**config.mk**
```make
export PLATFORM = sky130hd
export DESIGN_NAME = seq_shifter
export DESIGN_NICKNAME = d
export VERILOG_FILES = /design/src/rtl/shifter_pkg.sv /design/src/rtl/shift_step.sv /design/src/rtl/seq_shifter.sv
export SDC_FILE = /design/constraint.sdc
export NUM_CORES = 1
export LEC_CHECK = 0
export CORE_MARGIN = 8
export CORE_UTILIZATION = 50
export CTS_CLUSTER_SIZE = 14
export DETAILED_ROUTE_END_ITERATION = 12
export GPL_ROUTABILITY_DRIVEN = 1
export HOLD_SLACK_MARGIN = 0.08
export PLACE_DENSITY_LB_ADDON = 0.2
export REMOVE_ABC_BUFFERS = 1
export SETUP_SLACK_MARGIN = 0.1
export SYNTH_ARGS = -nofsm -noshare
export SYNTH_HDL_FRONTEND = slang
export SYNTH_HIERARCHICAL = 1
export SYNTH_SLANG_ARGS = --single-unit
export TNS_END_PERCENT = 1
```
**constraint.sdc**
```tcl
create_clock -name clk -period 2.3 [get_ports clk]
set_clock_uncertainty 0.1 [all_clocks]
set_input_delay 0.46 -clock clk [delete_from_list [all_inputs] [get_ports clk]]
set_output_delay 0.46 -clock clk [all_outputs]
set_load 0.02 [all_outputs]
```
**src/rtl/shifter_pkg.sv**
```systemverilog
// Shared shifter types: operation encoding and sequencer state.
package shifter_pkg;

  // Shift operation as carried on the op port.
  typedef enum logic [1:0] {
    OP_LSL = 2'b00,
    OP_LSR = 2'b01,
    OP_ASR = 2'b10,
    OP_ROR = 2'b11
  } shift_op_t;

  // Sequencer states.
  typedef enum logic [1:0] {
    ST_IDLE  = 2'b00,
    ST_SHIFT = 2'b01,
    ST_DONE  = 2'b10
  } state_t;

endpackage

```
**src/rtl/shift_step.sv**
```systemverilog
// One-position shift of a word; out_bit is the bit that leaves the word.
module shift_step
  import shifter_pkg::*;
#(
  parameter int data_width = 16
) (
  input  logic [data_width-1:0] word_i,
  input  shift_op_t             op_i,
  output logic [data_width-1:0] word_o,
  output logic                  bit_o
);

  // Select the single-step result for the requested operation.
  always_comb begin
    word_o = word_i;
    bit_o  = 1'b0;
    case (op_i)
      OP_LSL: begin
        word_o = {word_i[data_width-2:0], 1'b0};
        bit_o  = word_i[data_width-1];
      end
      OP_LSR: begin
        word_o = {1'b0, word_i[data_width-1:1]};
        bit_o  = word_i[0];
      end
      OP_ASR: begin
        word_o = {word_i[data_width-1], word_i[data_width-1:1]};
        bit_o  = word_i[0];
      end
      OP_ROR: begin
        word_o = {word_i[0], word_i[data_width-1:1]};
        bit_o  = word_i[0];
      end
      default: begin
        word_o = word_i;
        bit_o  = 1'b0;
      end
    endcase
  end

endmodule

```
**src/rtl/seq_shifter.sv**
```systemverilog
// Sequential shifter: one bit position per cycle, valid/ready on both sides.
// Handshake: a transfer happens on a rising edge where valid and ready are
// both high; in_ready is high only in IDLE, out_valid only in DONE, and the
// result stays stable in DONE until out_ready is seen high.
module seq_shifter
  import shifter_pkg::*;
#(
  parameter int data_width = 16,
  parameter int amt_width  = 4
) (
  input  logic                  clk,
  input  logic                  reset,
  input  logic                  in_valid,
  output logic                  in_ready,
  input  logic [data_width-1:0] in,
  input  logic [1:0]            op,
  input  logic [amt_width-1:0]  amount,
  output logic                  out_valid,
  input  logic                  out_ready,
  output logic [data_width-1:0] sout,
  output logic                  cout,
  output logic                  busy,
  output state_t                dbg_state
);

  localparam logic [amt_width-1:0] CNT_ONE = {{(amt_width-1){1'b0}}, 1'b1};

  state_t                state_q, state_d;
  logic [data_width-1:0] work_q, work_d;
  shift_op_t             op_q, op_d;
  logic [amt_width-1:0]  cnt_q, cnt_d;
  logic                  cout_q, cout_d;

  logic [data_width-1:0] step_word;
  logic                  step_bit;

  shift_step #(.data_width(data_width)) u_step (
    .word_i (work_q),
    .op_i   (op_q),
    .word_o (step_word),
    .bit_o  (step_bit)
  );

  // Next-state and datapath update; the counter holds remaining steps.
  always_comb begin
    state_d = state_q;
    work_d  = work_q;
    op_d    = op_q;
    cnt_d   = cnt_q;
    cout_d  = cout_q;
    case (state_q)
      ST_IDLE: begin
        if (in_valid) begin
          work_d  = in;
          op_d    = shift_op_t'(op);
          cnt_d   = amount;
          cout_d  = 1'b0;
          state_d = (amount == '0) ? ST_DONE : ST_SHIFT;
        end
      end
      ST_SHIFT: begin
        work_d = step_word;
        cout_d = step_bit;
        cnt_d  = cnt_q - CNT_ONE;
        if (cnt_q == CNT_ONE) state_d = ST_DONE;
      end
      ST_DONE: begin
        // No accept here: the next request waits for IDLE.
        if (out_ready) state_d = ST_IDLE;
      end
      default: state_d = ST_IDLE;
    endcase
  end

  // State registers; reset aborts any operation in flight.
  always_ff @(posedge clk) begin
    if (reset) begin
      state_q <= ST_IDLE;
      work_q  <= '0;
      op_q    <= OP_LSL;
      cnt_q   <= '0;
      cout_q  <= 1'b0;
    end else begin
      state_q <= state_d;
      work_q  <= work_d;
      op_q    <= op_d;
      cnt_q   <= cnt_d;
      cout_q  <= cout_d;
    end
  end

  assign in_ready  = (state_q == ST_IDLE);
  assign out_valid = (state_q == ST_DONE);
  assign busy      = (state_q != ST_IDLE);
  assign sout      = work_q;
  assign cout      = cout_q;
  assign dbg_state = state_q;

endmodule

```
==> out/qor.txt <==
status: finished, final reports clean
H-tree level count: 1
cell internal pwr: 866.3 µW
Placer Congestion: 0.7856
Crit path arrival time: 1.54 ns
top_reg_cell synth: dfxtp_1
combinational fraction of design power: 43.4%
final hold violations: 0
Clk pin slew, worst setup/hold paths: 0.14 ns
Pre-antenna DRT Iters: 4
synth top area cells: dfxtp_1 (32%), a311oi_2 (8.7%), mux2_4 (8.7%)
Flop pwr share: 41.9%
CTS tree: yes
leakage: 0.8042 nW
Clock Latency Late Sink: 0.32 ns
DRC Markers: 0
Initial Util: 51.50%
Sw Pwr: 479.2 µW
total of max-cap violations: 0
average cell area after synthesis: 9.151 µm²
die height: 71.62 µm
Slew HR: 62.48%
EDFF count, synth: 0
Netlist cell types: 37
Inst Count DP: 241
Final Non-Filler Cells: 245
drt wl/cell: 15.83 µm
Tot GR Track Use: 14.97%
antenna diode count: 0
count of hold buffers inserted by post-cts repair: 0
Worst EP required: 1.74 ns
most frequent cell after synthesis: nand2_1
Worst Setup Slack, final: 0.1974 ns
GRT Residual Overflow: 0
Overall Power: 1.345 mW
1st-iter DRT viols: 109
Worst Tran Pin Value: 0.5615 ns
Placed Area: 0.001999 mm²
Reg2Reg Setup Slack: 0.61 ns
switching portion of total power: 35.62%
largest area contributor in the netlist: dfxtp_1
# nets final: 241
Via Count: 1390
Critical Path End: out_valid
Routed Antenna Nets: 0
clock buffer depth: 2
ratio of cells with drive above 1 in the final layout: 19.34%
Layout area overhead: 31.31%
post-route cell area: 0.002031 mm²
FMAX: 475.6 MHz
R2R Path Start: op_q[0]$_SDFFE_PP0P_
first-pass GRT wire length: 6382 µm
fin. max-slew vios: 0
CP startpoint kind: flip-flop
mapped cell area: 0.001546 mm²
Mapped Cells: 169
HP Class: flip-flop to flip-flop
peak supply drop: 0.3121 mV
mux share of post-synthesis cell area: 15.05%
Final setup viols: 0
average vias per placed instance: 5.673
Synth top area share: 32.36%
Setup TNS: 0 ns
initial antenna violation count: 0
Power Density: 662.6 mW/mm²
Top Ports: 48
Worst Reg2Reg Path Length in Cells: 4
post-synthesis register bit count: 25
Post-synth top cells: nand2_1 (35), dfxtp_1 (25), nor2_1 (22), a311oi_2 (9), mux2_4 (9)
final worst-path cycle share: 91.42%
largest net degree at the start of global routing: 26
Synth Area in Adders: 1.618%
Synth Area in XOR/XNOR: 0%
TritonCTS buffer count: 3
simple-gate area share of the yosys netlist: 22.09%
Seq/Total Area, Yosys: 32.36%
Row Count: 20
Post-synth ARST share: 0%
clock power share: 14.7%
Post-CTS Resized: 1
Setup WS pre-CTS: 0.2935 ns
port buffer count: 47
dpl hpwl: 2852 µm
Sink Count: 25
minimum clock period: 2.103 ns
Worst setup EP type: output port
RSZ-0062 raised after global routing: false
Detailed Route WL: 3878 µm
Die ar.: 0.005129 mm²
Die W: 71.62 µm
crit path launch: dbg_state[1]$_SDFFE_PP0P_
Floorplan Core Area: 0.003003 mm²
WS Path Type: flip-flop to output port
CP Max Fanout: 13
CTS root buf: clkbuf_4
post-CTS setup buffers: 0
number of synthesis warnings: 6
Synth Area in Compound Gates: 20.63%
R2R Path End: sout[9]$_SDFFE_PP0P_
largest family of logic cells by synthesized area: simple AND/OR/NAND/NOR gates
vias in the first global route: 1365
## registers in the layout, indices dropped and copies added (netlist names)
name / count
cout: 1
sout: 16
op_q: 2
cnt_q: 4
dbg_state: 2
## per-stage QoR
| step | hold slack, ns | utilization [%] |
|---|---|---|
| 5_1_grt | 0.4519 | 67.63 |
| 3_5_place_dp | 0.3919 | 66.58 |
| 2_1_floorplan | 0.3856 | - |
| 3_3_place_gp | 0.3672 | 66.58 |
| 4_1_cts | 0.4141 | 67.50 |
| 6_report | 0.4171 | 67.63 |
## power by group through the flow
stage / Combinational, mW / Sequential [mW] / Clock [mW]
2_1_floorplan: 0.299 / 0.611 / 0
3_3_place_gp: 0.569 / 0.569 / 0
3_5_place_dp: 0.585 / 0.572 / 0
4_1_cts: 0.587 / 0.564 / 0.205
5_1_grt: 0.630 / 0.575 / 0.219
6_report: 0.584 / 0.563 / 0.198
## per-layer routing
| metal | track usage, % | vias up | wire length, µm |
|---|---|---|---|
| li1 | - | 688 | - |
| met3 | 5.160 | 2 | 245 |
| met1 | 17.80 | 667 | 1767 |
| met5 | 0 | - | 0 |
| met2 | 24.80 | 33 | 1846 |
| met4 | 4.082 | 0 | 19 |
## layout by cell type (no fill, tap or decap), types with 2 or more instances in the layout
cell,n
buf_4,4
mux2_2,6
o21ai_0,2
clkdlybuf4s50_1,47
ha_1,2
nand2_1,35
nor3b_1,2
nand2b_1,2
nand3_1,4
inv_1,5
nor2_1,22
a211oi_1,2
a311oi_2,9
mux2i_1,3
dfxtp_1,23
clkbuf_4,3
a311oi_1,8
mux2_4,9
a21oi_1,5
## layout make-up
class	instances	area, µm²
clock buffers	4	26.28
inverters	5	18.77
repair buffers	52	520.5
flip-flops and latches	25	505.5
well taps	33	41.29
fillers	276	972.2
multi-input cells	126	918.4
## cells by family (layout without fill, tap and decap cells)
logic type,count (synthesis),after routing
AND/OR/NAND/NOR,74,74
AO/OA/AOI/OAI,32,32
flip-flops,25,25
multiplexers,18,18
buffers and inverters,18,61
adder cells (fa/ha/maj),2,2
## worst min path at each step
| stage | slack (ns) | startpoint | cells past startpoint | to |
|---|---|---|---|---|
| finish | 0.42 | cout$_SDFFE_PP0P_ | 2 | cout$_SDFFE_PP0P_ |
| global route | 0.45 | cout$_SDFFE_PP0P_ | 2 | cout$_SDFFE_PP0P_ |
| CTS | 0.41 | cout$_SDFFE_PP0P_ | 2 | cout$_SDFFE_PP0P_ |
| detailed placement | 0.39 | cout$_SDFFE_PP0P_ | 2 | cout$_SDFFE_PP0P_ |
| global placement | 0.37 | cout$_SDFFE_PP0P_ | 2 | cout$_SDFFE_PP0P_ |
| floorplan | 0.39 | cnt_q[1]$_SDFFE_PP0P_ | 2 | cnt_q[1]$_SDFFE_PP0P_ |
## worst max-delay path, cell delays in order (launching register included)
cell,delay [ns]
dfxtp_4,0.44
inv_1,0.08
nor2_1,0.10
clkdlybuf4s50_1,0.62
(Power assumes the default switching activity.)
